===== config.mk =====
export PLATFORM = sky130hd
export DESIGN_NAME = alu_arbiter
export DESIGN_NICKNAME = d
export VERILOG_FILES = /design/src/rtl/alu_arbiter.sv
export SDC_FILE = /design/constraint.sdc
export NUM_CORES = 1
export LEC_CHECK = 0
export CELL_PAD_IN_SITES_DETAIL_PLACEMENT = 1
export CELL_PAD_IN_SITES_GLOBAL_PLACEMENT = 1
export CORE_AREA = 2 2 130 132
export CTS_CLUSTER_SIZE = 24
export DETAILED_ROUTE_END_ITERATION = 16
export DIE_AREA = 0 0 132 134
export PLACE_DENSITY_LB_ADDON = 0.1
export SLEW_MARGIN = 10
export SYNTH_ARGS = -nofsm -noshare
export SYNTH_HDL_FRONTEND = slang
export SYNTH_SLANG_ARGS = --single-unit

===== constraint.sdc =====
create_clock -name clk -period 3.3 [get_ports clk]
set_clock_uncertainty 0.1 [all_clocks]
set_input_delay 0.33 -clock clk [delete_from_list [all_inputs] [get_ports clk]]
set_output_delay 0.33 -clock clk [all_outputs]
set_load 0.02 [all_outputs]

===== src/rtl/alu_arbiter.sv =====
// alu_arbiter
//   Two-client round-robin arbiter and sequencer for the shared 32-bit ALU.
//   A request accepted in IDLE loads the winner's operands and opcode into
//   the ALU input registers and pulses GNT. The next edge captures the ALU
//   result and flags, tags them with the owner ID and pulses DONE. The block
//   then returns to IDLE, so it completes at most one operation every two
//   cycles.
//
// Ports
//   clk, rst              clock (rising edge), synchronous active-high reset
//   REQ0/REQ1             client requests (held until GNT seen)
//   A0,B0,OP0 / A1,B1,OP1 per-client operands and opcode
//   GNT0/GNT1             one-cycle grant pulse (operands captured)
//   DONE0/DONE1           one-cycle completion pulse (F_OUT/flags valid)
//   F_OUT,ZF_OUT,OF_OUT   captured result and flags, held until next capture
//   RES_ID                client that owns F_OUT
//   BUSY                  high while an operation is in flight
//   ALU_A,ALU_B,ALU_OP    registered operands/opcode to the ALU
//   ALU_F,ALU_ZF,ALU_OF   combinational ALU result and flags
module alu_arbiter (
  input  logic        clk,
  input  logic        rst,
  input  logic        REQ0,
  input  logic        REQ1,
  input  logic [31:0] A0,
  input  logic [31:0] B0,
  input  logic [31:0] A1,
  input  logic [31:0] B1,
  input  logic [2:0]  OP0,
  input  logic [2:0]  OP1,
  output logic        GNT0,
  output logic        GNT1,
  output logic        DONE0,
  output logic        DONE1,
  output logic [31:0] F_OUT,
  output logic        ZF_OUT,
  output logic        OF_OUT,
  output logic        RES_ID,
  output logic        BUSY,
  output logic [31:0] ALU_A,
  output logic [31:0] ALU_B,
  output logic [2:0]  ALU_OP,
  input  logic [31:0] ALU_F,
  input  logic        ALU_ZF,
  input  logic        ALU_OF
);

  typedef enum logic {
    IDLE = 1'b0,
    EXEC = 1'b1
  } state_t;

  state_t state;
  state_t state_nxt;

  logic any_req;
  logic winner;
  logic last_gnt;   // ID granted most recently; resets to 1 so client 0 wins the first tie
  logic owner_p1;   // ID of the operation currently in the ALU

  always_comb begin
    any_req = REQ0 | REQ1;
    // On a tie the client that was not granted last wins; otherwise the
    // lone requester wins regardless of history.
    winner  = (REQ0 & REQ1) ? ~last_gnt : REQ1;
  end

  always_comb begin
    state_nxt = state;
    if (state == IDLE) begin
      if (any_req) state_nxt = EXEC;
    end else begin
      state_nxt = IDLE;
    end
  end

  always_ff @(posedge clk) begin
    if (rst) state <= IDLE;
    else     state <= state_nxt;
  end

  assign BUSY = (state == EXEC);

  always_ff @(posedge clk) begin
    if (rst) begin
      GNT0     <= 1'b0;
      GNT1     <= 1'b0;
      DONE0    <= 1'b0;
      DONE1    <= 1'b0;
      F_OUT    <= 32'd0;
      ZF_OUT   <= 1'b0;
      OF_OUT   <= 1'b0;
      RES_ID   <= 1'b0;
      ALU_A    <= 32'd0;
      ALU_B    <= 32'd0;
      ALU_OP   <= 3'd0;
      last_gnt <= 1'b1;
      owner_p1 <= 1'b0;
    end else begin
      GNT0  <= 1'b0;
      GNT1  <= 1'b0;
      DONE0 <= 1'b0;
      DONE1 <= 1'b0;
      if (state == IDLE) begin
        // Stage 1: grant and load the ALU input registers
        if (any_req) begin
          ALU_A    <= winner ? A1  : A0;
          ALU_B    <= winner ? B1  : B0;
          ALU_OP   <= winner ? OP1 : OP0;
          GNT0     <= ~winner;
          GNT1     <= winner;
          last_gnt <= winner;
          owner_p1 <= winner;
        end
      end else begin
        // Stage 2: capture the ALU result for the owner
        F_OUT  <= ALU_F;
        ZF_OUT <= ALU_ZF;
        OF_OUT <= ALU_OF;
        RES_ID <= owner_p1;
        DONE0  <= ~owner_p1;
        DONE1  <= owner_p1;
      end
    end
  end

endmodule


# After elaboration in Yosys (flattened, before gate mapping)
# Index checks and enable logic that the tools add are counted.
# word_totals
register_bits	109
input_bits	172
out_inout_bits	107
elab_cells	30
# classes
n_mux	5
n_bitwise	7
n_reduce_logical	4
# ops
op	n
$mux W32	2
$not A1 Y1	5
$reduce_or A2 Y1	2
$mux W3	1
$reduce_or A3 Y1	1
$mux W1	2
$reduce_and A2 Y1	1
$and A1 B1 Y1	1
$or A1 B1 Y1	1

# Depth between registers and ports, before layout
# depth
depth_word	3
mapped_depth	6
ltp_nobuf	3

# Worst setup path after synthesis
# No wires, ideal clock.
# synth_path
kind	reg-to-reg
from	register state (netlist: BUSY)
to	register ALU_A[14]
setup_ps	81
arrival_ps	1314
t_required_ps	3119
path_slack_ps	1804
stages_incl_launch_ff	6
path_buffers	2
synth_period_minus_slack_ps	1496
path_cell_list	dfxtp_1 buf_2 o21bai_2 clkbuf_1 a21oi_1 a211oi_2
# synth_via
elab_chain_len	2
# synth_lines
item	line_no	source
start: declaration	53	state_t state;
start signal: assignment	79	else state <= state_nxt;
$not A1 Y1 (no source line)	-	
$reduce_and A2 Y1 (no source line)	-	
end signal: assignment	107	ALU_A <= winner ? A1 : A0;
end: declaration	40	output logic [31:0] ALU_A,
# Every way passes these cells.
# A chain may end at the register's enable or synchronous reset.

# Worst setup path in the final report
# layout_path
from	input port REQ0
to	register ALU_A[30]
# layout_via
elab_chain_len	3
word_cells_on_any_way	5
classes_between	mux: 2; bitwise: 2; reduce/logical: 1
# layout_lines
item	line_no	source
start: declaration	23	input logic REQ0,
$and A1 B1 Y1	65	winner = (REQ0 & REQ1) ? ~last_gnt : REQ1;
$mux W1	65	
$mux W32	107	
# Parallel ways exist; a longest one is shown, timed or not.

==> impl_results.md <==
* Status: complete, no violations
* Sequential share of the synthesized area at 48.4%
* Diode count at 0
* Antenna viol nets, final at 0
* DRT Pass-1 Iters at 4
* CP Max Fanout at 38
* Clk_lat worst skew at 340 ps
* FILL cells at around 1900
* Worst path cell trace: clkdlybuf4s50_1, o21ba_4, buf_4, nor2_1, a211oi_1
* Vias in the first global route at 5019
* Slew HR at 54.9%
* Total congestion overflow at 0
* Hpwl dp at around 12000 um
* CP Capture Type: register
* Combined buffer and inverter count along the critical path at 2
* Syn avg cell area at a little under 9 um2
* Num rows at 47
* Layout cells sized above 1 at under 10%
* #FFs+latches synth at between 100 and 150
* Tcrit/Tclk final at around 60%
* Htree depth at 3
* Cells after Synth at 508
* Initial antenna violation count at 0
* Hold_sp: owner_p1
* Fin nets at 930
* Finish-stage setup viols at 0
* Wire length per cell at roughly 18 um
* Post-Syn Area at between 0.004 and 0.005 mm2
* CP delay by family, top: buffers and inverters
* CTS tree: yes
* Synth cell types at 23
* Most common cell after layout, fill and taps aside: clkdlybuf4s50_1
* Crit path launch type: input port
* Worst Tran Pin Value at 676 ps
* Initial Util at between 20% and 30%
* Reg2reg setup slack at 1400 ps
* Max Root-Sink Buffers at 2
* CORE AREA at roughly 0.016 mm2
* Delay of the slowest critical-path stage at between 600 and 700 ps
* Metal2 WL at approximately 8700 um
* Pwr per Cell Area at 479 mW/mm2
* Root Buffer: clkbuf_16
* Die Y at ~130 um
* Vias at 4659
* Pre-CTS setup slack at a little under 900 ps
* Max IR drop VDD at ~240 uV
* Commonest cells after routing, fill and taps aside: clkdlybuf4s50_1, dfxtp_1, nor2_1, nand2_1, a21oi_1
* CTS sink count at about 110
* Initial drt markers at 163
* Worst Reg2Reg Path Length in Cells at 4
* Final period demand of the worst path at ~2000 ps
* Setup_tns at 0 ps
* Critical-path top delay cell: clkdlybuf4s50_1
* Vias per cell at roughly 4.7
* Hold-fix buffers at CTS at 0
* Final setup margin at about 1300 ps
* Wire length on met3 at 1410 um
* PostCTS Resize Cnt at 0
* DRC viols at 0
* Hold crit path type: register to register
* Hold Violations, Final at 0
* Final hold slack at 376 ps
* Design Power at between 0.003 and 0.004 W
* Max cap viols at 0
* Largest net degree at the start of global routing at 71
* CP Class: input port to register
* Yosys warning count at 0
* Hold path depth at 1
* Num CTS Buffers at 9
* First-pass GRT wire length at 27900 um
* Hold-critical path endpoint: DONE0
* Postcts setup bufs at 0
* LEAKAGE at between 2 and 3 nW
* WL met1 at approximately 7000 um
* Crit Reg-Reg Startpoint: BUSY
* I/O Buffers at around 280
* Fmax at around 0.5 GHz
* Final Wtd Congestion at about 0.76
* Mapped Nets at 680
* Worst Path Required at ~3500 ps
* Die ar. at ~0.018 mm2
* Max Slew Vio Count at 0
* RSZ-0062 raised after global routing: no
* Boundary pin count at 279
* Die width at roughly 130 um
* Clk slew on worst S/H paths at around 70 ps
* R2R Path End: ALU_A[30]
* Uppermost layer routed: met4
* Final wirelength at 17600 um
* Worst Path Arrival at ~2200 ps
* GRT Util Overall at 19.8%
* Area Growth Syn to Fin at 72.6%
[stage by stage]
step | utilization, % | instance area (um2) | instances
4_1_cts | 47.7 | 7770 | 982
5_1_grt | 47.7 | 7770 | 982
6_report | 47.7 | 7770 | 982
3_5_place_dp | 45.6 | 7440 | 967
2_1_floorplan | - | 4500 | 508
3_3_place_gp | 45.6 | 7440 | 967
[cell type report]
cell class	instances	area [um2]	area share, %
clock inverters	6	111	1.43
repair buffers	285	2880	37.1
multi-input cells	353	2090	26.9
well taps	220	275	3.54
flip-flops and latches	109	2180	28.1
clock buffers	9	225	2.90
[cell families after synthesis]
logic type	share of synthesized area, %
compound gates	23.2
buf+inv	5.39
mux	7.78
simple gates	15.2
flops	48.4
[cell usage after synthesis (all sizes together)]
library cell	n	share of area, %
nand2	68	5.7
a21boi	1	0.25
mux2i	35	7.8
o22ai	1	0.14
nor2b	1	0.14
o21bai	1	0.25
clkbuf	17	1.4
and3b	1	0.19
buf	29	4.0
nor2	104	8.7
nor3b	1	0.17
nand2b	1	0.14
a21oi	67	8.3
nor3	2	0.22
dfxtp	109	48
a211oi	67	13
a2bb2oi	1	0.19
o21ba	1	0.36
a21bo	1	0.22
[per-layer routing]
layer	track usage, %	vias to the layer above
li1	-	2238
met1	22.5	2221
met2	34.5	171
met3	6.65	29
met4	7.49	0
met5	0	-
[how the worst max path moves through the flow]
stage               slack, ps  depth (start not counted)   endpoint  startpoint
floorplan                1800                          5  ALU_A[14]        BUSY
global placement          970                          5  ALU_A[26]        REQ0
detailed placement        870                          5  ALU_A[30]        REQ0
CTS                      1240                          5  ALU_A[30]        REQ0
global route             1140                          5  ALU_A[30]        REQ0
finish                   1270                          5  ALU_A[30]        REQ0
[worst register-to-register path, stage by stage, from the launching register on]
cell and delay [ps]:
dfxtp_2 420, o21ba_4 640, buf_4 350, nor2_1 70
a211oi_1 240
[power by group]
group | leakage, nW | switching, W | internal, W | total [W]
Sequential | 0.902 | 0.0000639 | 0.00143 | 0.00149
Clock | 0.162 | 0.000506 | 0.000740 | 0.00125
Combinational | 1.91 | 0.000480 | 0.000507 | 0.000988
[sequential cells by signal, indices dropped and copies added (netlist names)]
| name | cells |
|---|---|
| RES_ID | 1 |
| ZF_OUT | 1 |
| OF_OUT | 1 |
| last_gnt | 1 |
| ALU_B | 32 |
| F_OUT | 32 |
| BUSY | 1 |
| DONE1 | 1 |
| GNT0 | 1 |
| DONE0 | 1 |
| ALU_OP | 3 |
| GNT1 | 1 |
| owner_p1 | 1 |
| ALU_A | 32 |
Power figures use the tool's default switching activity.
